==> config.mk <==
export PLATFORM = sky130hd
export DESIGN_NAME = truth_table_sweeper_flat
export DESIGN_NICKNAME = d
export VERILOG_FILES = /design/src/rtl/truth_table_sweeper_if.sv /design/src/rtl/truth_table_sweeper.sv /design/src/flat_wrapper.sv
export SDC_FILE = /design/constraint.sdc
export NUM_CORES = 1
export LEC_CHECK = 0
export ABC_AREA = 1
export ABC_CLOCK_PERIOD_IN_PS = 2730
export CORE_ASPECT_RATIO = 2
export CORE_MARGIN = 2
export CORE_UTILIZATION = 52
export DETAILED_ROUTE_END_ITERATION = 8
export HOLD_SLACK_MARGIN = 0.08
export PLACE_DENSITY_LB_ADDON = 0.1
export SYNTH_ARGS = -nofsm -noshare
export SYNTH_HDL_FRONTEND = slang
export SYNTH_SLANG_ARGS = --single-unit
==> constraint.sdc <==
create_clock -name clk -period 2.73 [get_ports clk]
set_input_delay 0.4095 -clock clk [delete_from_list [all_inputs] [get_ports clk]]
set_output_delay 0.4095 -clock clk [all_outputs]
set_load 0.05 [all_outputs]
==> src/rtl/truth_table_sweeper_if.sv <==
// Purpose: bundles the sweeper's board-side controls/results and the stimulus/response wires to the function-under-test.
// Latency: none (wiring only).
// Backpressure: none; start is level-sampled by the sweeper, results hold until the next sweep.
interface truth_table_sweeper_if;
    logic        start;
    logic [15:0] expected;
    logic        a;
    logic        b;
    logic        c;
    logic        d;
    logic        q;
    logic        busy;
    logic        done;
    logic [15:0] table_out;
    logic        pass;
    logic [4:0]  mismatch_cnt;
    logic [3:0]  mismatch_idx;

    // Board/lab side: issues start + expected table, and returns the function-under-test output q.
    modport master (
        output start, expected, q,
        input  a, b, c, d, busy, done, table_out, pass, mismatch_cnt, mismatch_idx
    );

    // Sweeper side.
    modport slave (
        input  start, expected, q,
        output a, b, c, d, busy, done, table_out, pass, mismatch_cnt, mismatch_idx
    );
endinterface

==> src/rtl/truth_table_sweeper.sv <==
// Purpose: drives all 16 {a,b,c,d} vectors into a 4-input function, captures q, and grades it against an expected table.
// Latency: 16*(SETTLE_CYCLES+1) cycles from the accepted start edge to the done pulse.
// Backpressure: start is ignored while busy; a start held high re-launches on the edge after done.
module truth_table_sweeper #(
    parameter int SETTLE_CYCLES = 4
) (
    input  logic                  clk,
    input  logic                  rst_n,
    truth_table_sweeper_if.slave  bus
);

    if (SETTLE_CYCLES < 1 || SETTLE_CYCLES > 255) begin : g_bad_settle
        $error("SETTLE_CYCLES must be in 1..255");
    end

    typedef enum logic [1:0] {
        IDLE   = 2'd0,
        SETTLE = 2'd1,
        SAMPLE = 2'd2
    } state_t;

    localparam logic [7:0] SETTLE_RELOAD = 8'(SETTLE_CYCLES - 1);

    state_t      state;
    logic [3:0]  idx;
    logic [7:0]  settle_cnt;
    logic [15:0] exp_q;
    logic [15:0] table_q;
    logic [4:0]  mm_cnt;
    logic [3:0]  mm_idx;
    logic        busy_q;
    logic        done_q;
    logic        pass_q;

    logic        q_mismatch;
    logic [4:0]  mm_cnt_nxt;

    // Grade the current vector against the table latched at start; the count must reach 16 without wrapping.
    always_comb begin
        q_mismatch = (bus.q != exp_q[idx]);
        mm_cnt_nxt = mm_cnt + {4'd0, q_mismatch};
    end

    // Stimulus is the vector index itself, so a/b/c/d are straight register outputs.
    assign {bus.a, bus.b, bus.c, bus.d} = idx;
    assign bus.busy         = busy_q;
    assign bus.done         = done_q;
    assign bus.table_out    = table_q;
    assign bus.pass         = pass_q;
    assign bus.mismatch_cnt = mm_cnt;
    assign bus.mismatch_idx = mm_idx;

    // Sweep sequencer: IDLE -> (SETTLE -> SAMPLE) x16 -> IDLE with a one-cycle done on the way out.
    always_ff @(posedge clk or negedge rst_n) begin
        if (!rst_n) begin
            state      <= IDLE;
            idx        <= 4'd0;
            settle_cnt <= 8'd0;
            exp_q      <= 16'h0000;
            table_q    <= 16'h0000;
            mm_cnt     <= 5'd0;
            mm_idx     <= 4'd0;
            busy_q     <= 1'b0;
            done_q     <= 1'b0;
            pass_q     <= 1'b0;
        end else begin
            done_q <= 1'b0;
            case (state)
                IDLE: begin
                    if (bus.start) begin
                        state      <= SETTLE;
                        idx        <= 4'd0;
                        exp_q      <= bus.expected;
                        table_q    <= 16'h0000;
                        mm_cnt     <= 5'd0;
                        mm_idx     <= 4'd0;
                        pass_q     <= 1'b0;
                        busy_q     <= 1'b1;
                        settle_cnt <= SETTLE_RELOAD;
                    end
                end
                SETTLE: begin
                    // The extra SAMPLE cycle makes each vector last SETTLE_CYCLES+1 edges in total.
                    if (settle_cnt == 8'd0) begin
                        state <= SAMPLE;
                    end else begin
                        settle_cnt <= settle_cnt - 8'd1;
                    end
                end
                SAMPLE: begin
                    table_q[idx] <= bus.q;
                    mm_cnt       <= mm_cnt_nxt;
                    // Only the first mismatch is recorded; a zero count means no earlier mismatch.
                    if (q_mismatch && mm_cnt == 5'd0) begin
                        mm_idx <= idx;
                    end
                    if (idx == 4'd15) begin
                        state  <= IDLE;
                        idx    <= 4'd0;
                        busy_q <= 1'b0;
                        done_q <= 1'b1;
                        pass_q <= (mm_cnt_nxt == 5'd0);
                    end else begin
                        state      <= SETTLE;
                        idx        <= idx + 4'd1;
                        settle_cnt <= SETTLE_RELOAD;
                    end
                end
                default: begin
                    state <= IDLE;
                end
            endcase
        end
    end

endmodule

==> src/flat_wrapper.sv <==
// flat-port wrapper written by rule: the top's interface ports become plain ports
module truth_table_sweeper_flat 
#(
    parameter int SETTLE_CYCLES = 4
)
  (clk, rst_n, bus_start, bus_expected, bus_q, bus_a, bus_b, bus_c, bus_d, bus_busy, bus_done, bus_table_out, bus_pass, bus_mismatch_cnt, bus_mismatch_idx);
  truth_table_sweeper_if bus_i ();
  input  logic clk;
  input  logic rst_n;
  input wire logic [$bits(bus_i.start)-1:0] bus_start;
  input wire logic [$bits(bus_i.expected)-1:0] bus_expected;
  input wire logic [$bits(bus_i.q)-1:0] bus_q;
  output wire logic [$bits(bus_i.a)-1:0] bus_a;
  output wire logic [$bits(bus_i.b)-1:0] bus_b;
  output wire logic [$bits(bus_i.c)-1:0] bus_c;
  output wire logic [$bits(bus_i.d)-1:0] bus_d;
  output wire logic [$bits(bus_i.busy)-1:0] bus_busy;
  output wire logic [$bits(bus_i.done)-1:0] bus_done;
  output wire logic [$bits(bus_i.table_out)-1:0] bus_table_out;
  output wire logic [$bits(bus_i.pass)-1:0] bus_pass;
  output wire logic [$bits(bus_i.mismatch_cnt)-1:0] bus_mismatch_cnt;
  output wire logic [$bits(bus_i.mismatch_idx)-1:0] bus_mismatch_idx;
  assign bus_i.start = bus_start;
  assign bus_i.expected = bus_expected;
  assign bus_i.q = bus_q;
  assign bus_a = bus_i.a;
  assign bus_b = bus_i.b;
  assign bus_c = bus_i.c;
  assign bus_d = bus_i.d;
  assign bus_busy = bus_i.busy;
  assign bus_done = bus_i.done;
  assign bus_table_out = bus_i.table_out;
  assign bus_pass = bus_i.pass;
  assign bus_mismatch_cnt = bus_i.mismatch_cnt;
  assign bus_mismatch_idx = bus_i.mismatch_idx;
  truth_table_sweeper #(.SETTLE_CYCLES(SETTLE_CYCLES)) u_core (.clk(clk), .rst_n(rst_n), .bus(bus_i));
endmodule
; ---- After elaboration in Yosys (flattened, before gate mapping)
; Index checks and enable logic that the tools add are counted.
[word_totals]
input_bits = 20
word_cells = 69
reg_bits = 58
[op_classes]
reduce_logical = 14
n_mux = 30
n_addsub = 3
magnitude_cmp = 2
eq_ne = 10
[op_table]
columns = op, n
row1 = $pmux 16 s2, 1
row2 = $mux 8, 3
row3 = $pmux 8 s3, 1
row4 = $bwmux 16, 1
row5 = $mux 16, 1
row6 = $pmux 4 s2, 2
row7 = $mux 4, 3
row8 = $logic_not 5->1, 2
row9 = $pmux 5 s2, 1
row10 = $mux 1, 9
row11 = $logic_not 8->1, 1
row12 = $sub 8x1->8 const B, 1
row13 = $ne 2x1->1 const B, 3
row14 = $ne 2x2->1 const B, 3
row15 = $pmux 2 s3, 1
row16 = $reduce_and 2->1, 3
row17 = $reduce_and 3->1, 2
row18 = $add 5x1->5, 1
row19 = $lt 4x5->1 const B, 1
row20 = $mux 5, 1
row21 = $add 4x1->4 const B, 1
row22 = $bmux 1 s4, 1
row23 = $demux 1 s4, 1
row24 = $eq 4x4->1 const B, 1
row25 = 11 further kinds, 14

; ---- Longest topological paths before layout
[depth]
word_depth = 7
ltp_mapped = 15
mapped_depth_nobuf = 15

; ---- Worst setup path after synthesis
; No wires, ideal clock.
[synth_timing]
path_type = reg2reg
from = reg u_core.idx[0]
to = reg u_core.pass_q, in the netlist u_core.bus.pass
required_ns = 2.626
path_stages_with_launch = 15
arrival_time_ns = 2.512
setup_time_ns = 0.104
slack_ns = 0.115
path_cell_list = dfrtp_1 > buf_4 > nand2_1 > nand3_1 > nand2_1 > nand2_2 > nand2_2 > nor2_2 > nand2_2 > and2_2 > ha_1 > ha_1 > nor2_1 > nand3_1 > o41ai_2
[synth_between]
elab_chain_len = 7
elab_cells_between_ends = 10
cone_classes = add/sub (1) / eq/ne (3) / mux (4) / reduce/logical (2)
[synth_lines]
columns = item, line
row1 = "start, declared", truth_table_sweeper.sv:25  ; logic [3:0] idx;
row2 = "start signal, assigned", truth_table_sweeper.sv:105  ; idx <= idx + 4'd1;
row3 = $bmux 1 s4, truth_table_sweeper.sv:40  ; q_mismatch = (bus.q != exp_q[idx]);
row4 = $mux 1 (not written as such), truth_table_sweeper.sv:40
row5 = $ne 1x1->1, truth_table_sweeper.sv:40
row6 = $add 5x1->5, truth_table_sweeper.sv:41  ; mm_cnt_nxt = mm_cnt + {4'd0, q_mismatch};
row7 = $logic_not 5->1, truth_table_sweeper.sv:102  ; pass_q <= (mm_cnt_nxt == 5'd0);
row8 = $mux 1, truth_table_sweeper.sv:97  ; if (idx == 4'd15) begin
row9 = $pmux 1 s2, truth_table_sweeper.sv:68  ; case (state)
row10 = "end signal, assigned", truth_table_sweeper.sv:102
row11 = "end, declared", truth_table_sweeper.sv:33  ; logic pass_q;
; Parallel ways exist; a longest one is shown, timed or not. The select of a mux whose other input is x is not followed.
; A chain may end at the register's enable or synchronous reset.

; ---- Final worst setup path
; Ends and elaborated chain as after synthesis.

==> impl_summary.md <==
Power
Internal power comes to 0.00205 W. The worst-case IR drop observed on VDD is 666 µV. The design draws 0.00333 W. Of the total power, combinational logic draws 0.380. The switching part of the total power is 0.384.

The switching power of the nets is 0.00128 W. The leakage power is 1.80 nW. Of the total power, the clock network draws 0.259.

The sequential group share of total power is 0.361. The power per standard cell area is 890 mW/mm².

Floorplan
The number of cell rows is 38. For this configuration, the core starts out at a cell density of 0.535. The core region area is 0.00542 mm². 52 I/O pins were placed. The die span in y is 110 µm. The area enclosed by the die boundary is 0.00622 mm².

The die is 56.8 µm wide.

Global routing
Global routing finished with a remaining overflow of 0. Entering global routing, the biggest net connects 59 pins. The number of global-route vias before repair came to 2506. The number of antenna violations at the first check in global routing is 0. In the global route stage, overall resource usage came out at 0.236.

The first-pass GRT wire length is 11100 µm.

Placed design
The total of buffers placed on input and output ports is 51. The instance area at placement is 0.00349 mm². Timing analysis after detailed placement gives a worst setup slack of 0.0864 ns. Once detailed placement completed, the half-perimeter wirelength came to 4900 µm. Counting tap cells, the placed design contains a total of 443 instances. The congestion estimate from routability-driven global placement came to 0.819.

Clocking
The CTS sink count is 58. Hold repair after CTS inserted 0 buffers. The clock root buffer is sky130_fd_sc_hd__clkbuf_8. The clock transition at the registers of the reported paths is 0.07 ns. The number of buffers created by CTS is 9. The later pin in the worst-skew pair is clocked with a latency of 0.34 ns. The number of levels in the clock H-tree is 3. The CTS tree is yes. The maximum count of clock buffers along a single path is 2.

STA
The number of failing hold endpoints at the final stage is 0. The worst-case setup margin in the final layout is 0.255 ns. In this run the tightest slew margin relative to its limit is 0.516.

For the final database, setup skew stands at 0.00735 ns. Of the available clock period, the critical path in the final layout requires 0.907. The total count of max-transition violations in the final report is 0. Based on the critical path, the design can be clocked at up to 404 MHz. After routing, the total negative slack on setup checks comes to 0 ns.

Subtracting the final worst setup slack from the clock period gives 2.47 ns. The final setup violation count is 0. Setup repair after global routing left no endpoint under its margin. At the pin with the least slew margin, the transition time is 0.726 ns.

Drt
The number of iterations in the first detailed-routing pass is 4. The number of nets with antenna violations after routing is 0. In the final routed layout, each cell accounts on average for 14.3 µm.

After detailed routing, the number of remaining DRC violations is 0. In the routed layout, each cell is associated on average with a via count of 5.25. The first routing iteration left 78 violations.

After detailed routing, the total wire length is 6590 µm. The via count is 2419.

Worst setup path
The type of the worst setup path is flip-flop to flip-flop. The number of buffers and inverters on the critical path is 1. The slowest stage of the critical path belongs to the cell sky130_fd_sc_hd__dfrtp_4. Walking the worst path, the cells encountered are inv_4 -> nand2_1 -> nand3_1 -> nand2_1 -> nand2_1 -> nand2_1 -> nor2_2 -> nand2_2 -> and2_2 -> ha_1 -> ha_1 -> xnor2_1 -> nand3_1 -> o41ai_2. The startpoint identified for the worst register-to-register timing path is u_core.idx[0]. The maximum net fanout on the critical path is 10. The launch point of the critical path is u_core.idx[0].

In this design, the stage delay of the slowest critical-path cell is 0.53 ns. The worst setup path is launched from a flip-flop. The worst setup path is captured at a flip-flop. In this design, the largest share of critical-path delay is due to simple AND/OR/NAND/NOR gates. The most numerous cell type found on the critical path is sky130_fd_sc_hd__nand2_1. The required time at the worst-slack endpoint is 2.97 ns. The arrival time at the worst endpoint is 2.71 ns.

Run status
The flow ran to the end, and the final reports show no timing, DRC or antenna violations.

Layout
The total non-filler cell area in the finished layout is 0.00375 mm². The area growth from synthesis to layout is 29.3%. The count of inserted antenna diode cells is 0. The fraction of final layout cells with drive strength greater than 1 is 0.127. The number of standard cells in the layout, taps in and fillers out is 461.

The number of nets in the finished design is 424.

Synth
The largest area contributor in the netlist is sky130_fd_sc_hd__dfrtp_1. The number of nets handed over by synthesis was 360. A synthesized cell averages 8.73 µm². By count the netlist is led by sky130_fd_sc_hd__nand2_1, sky130_fd_sc_hd__dfrtp_1, sky130_fd_sc_hd__inv_1, sky130_fd_sc_hd__o21ai_0, sky130_fd_sc_hd__nand3_1.

The post-synthesis instance area is 0.00290 mm². The number of warning messages in the yosys log is 0. Sorting the synthesized cells by area gives the leading types as sky130_fd_sc_hd__dfrtp_1, sky130_fd_sc_hd__nand2_1, sky130_fd_sc_hd__o21ai_0.

Of the post-synthesis cell area, the dominant cell type holds 0.501. The most common flop cell mapped by yosys is sky130_fd_sc_hd__dfrtp_1. For this run, the register share of the synthesized area comes to 0.501.

The share of synthesized flip-flops with an asynchronous set or reset is 1.00. Counting distinct cell types in the post-synthesis netlist gives 32. The number of enable-type register cells in the synthesized netlist is 0. By instance count, the leading cell after synthesis is sky130_fd_sc_hd__nand2_1. Synthesis produced 332 cells.

The total of flip-flops plus latches after synthesis is 58.

Run
Max-cap violations in this run came to 0.

Min path
The worst hold-check path type is input port to async pin.
-- state kept, by name, summed over array words and instances, names as in the netlist --
name                     count
u_core.idx                   4
u_core.bus.mismatch_idx      4
u_core.bus.done              1
u_core.state                 2
u_core.settle_cnt            8
u_core.bus.pass              1
u_core.bus.busy              1
u_core.bus.mismatch_cnt      5
u_core.exp_q                16
u_core.bus.table_out        16
-- layout by cell type (no fill, tap or decap), types with 3 or more instances in the layout --
cell | netlist | final
sky130_fd_sc_hd__nand2_1 | 80 | 80
sky130_fd_sc_hd__dfrtp_1 | 58 | 57
sky130_fd_sc_hd__clkdlybuf4s50_1 | 0 | 50
sky130_fd_sc_hd__inv_1 | 41 | 41
sky130_fd_sc_hd__o21ai_0 | 33 | 33
sky130_fd_sc_hd__nand3_1 | 26 | 26
sky130_fd_sc_hd__nor2_1 | 17 | 17
sky130_fd_sc_hd__clkbuf_8 | 0 | 10
sky130_fd_sc_hd__nand2_2 | 9 | 9
sky130_fd_sc_hd__xor2_1 | 8 | 8
sky130_fd_sc_hd__ha_1 | 8 | 8
sky130_fd_sc_hd__buf_4 | 2 | 8
sky130_fd_sc_hd__nand4_1 | 6 | 6
sky130_fd_sc_hd__a31oi_1 | 6 | 6
sky130_fd_sc_hd__a22oi_1 | 5 | 5
sky130_fd_sc_hd__clkinv_2 | 0 | 4
sky130_fd_sc_hd__nor2_4 | 3 | 3
sky130_fd_sc_hd__inv_2 | 4 | 3
sky130_fd_sc_hd__nor3_1 | 3 | 3
-- power groups by stage --
stage / registers, W / logic (W) / clock network [W]
detailed placement: 0.00122 / 0.00120 / 0
floorplan: 0.00132 / 0.000765 / 0
CTS: 0.00121 / 0.00121 / 0.000882
finish: 0.00120 / 0.00127 / 0.000863
global route: 0.00123 / 0.00143 / 0.000922
global placement: 0.00121 / 0.00116 / 0
-- routing by layer --
| metal | part of all wire | wire length, µm | vias up | GRT usage |
|---|---|---|---|---|
| li1 | - | - | 1209 | - |
| met3 | 0.036 | 238 | 27 | 0.0529 |
| met5 | 0 | 0 | - | 0 |
| met4 | 0.051 | 334 | 0 | 0.166 |
| met1 | 0.38 | 2510 | 1114 | 0.244 |
| met2 | 0.53 | 3500 | 69 | 0.412 |
-- path summary, 6_finish.rpt --
| kind | to | slack, ns | depth (start not counted) |
|---|---|---|---|
| min | u_core.settle_cnt[4] | 0.20 | 2 |
| max reg2reg | u_core.bus.pass | 0.26 | 14 |
| max in group asynchronous | u_core.idx[0] | 1.97 | 2 |
| min in group clk | u_core.bus.busy | 0.49 | 2 |
| min reg2reg | u_core.bus.busy | 0.49 | 2 |
| max | u_core.bus.pass | 0.26 | 14 |
-- logic make-up (layout without fill, tap and decap cells) --
| logic type | after synthesis | after routing | synth area share |
|---|---|---|---|
| buffers and inverters | 53 | 122 | 0.0730 |
| DFF | 58 | 58 | 0.501 |
| muxes | 2 | 2 | 0.00691 |
| xor gates and xnor gates | 10 | 10 | 0.0302 |
| adders and majority gates | 8 | 8 | 0.0345 |
| AOI/OAI and AO/OA | 50 | 50 | 0.105 |
| and+or+nand+nor | 151 | 151 | 0.249 |
-- stage by stage --
stage / utilization / hold slack [ns]
after CTS: 0.685 / 0.232
after floorplan: - / 0.114
after detailed placement: 0.645 / 0.469
final: 0.691 / 0.197
after global routing: 0.691 / 0.283
after global placement: 0.645 / 0.457
-- area by class of cell --
| cell class | instances | area [µm²] |
|---|---|---|
| Sequential cell | 58 | 1460 |
| Tap cell | 60 | 75.1 |
| Timing Repair Buffer | 60 | 586 |
| Clock inverter | 6 | 80.1 |
| Inverter | 46 | 178 |
| Clock buffer | 10 | 138 |
| Multi-Input combinational cell | 221 | 1230 |
| Fill cell | 455 | 1670 |
-- timing repair --
action / in CTS / in global routing
resized for setup: 0 / 3
buffers inserted: 0 / 2
setup endpoints to repair: 0 / 3
(Power assumes the default switching activity.)
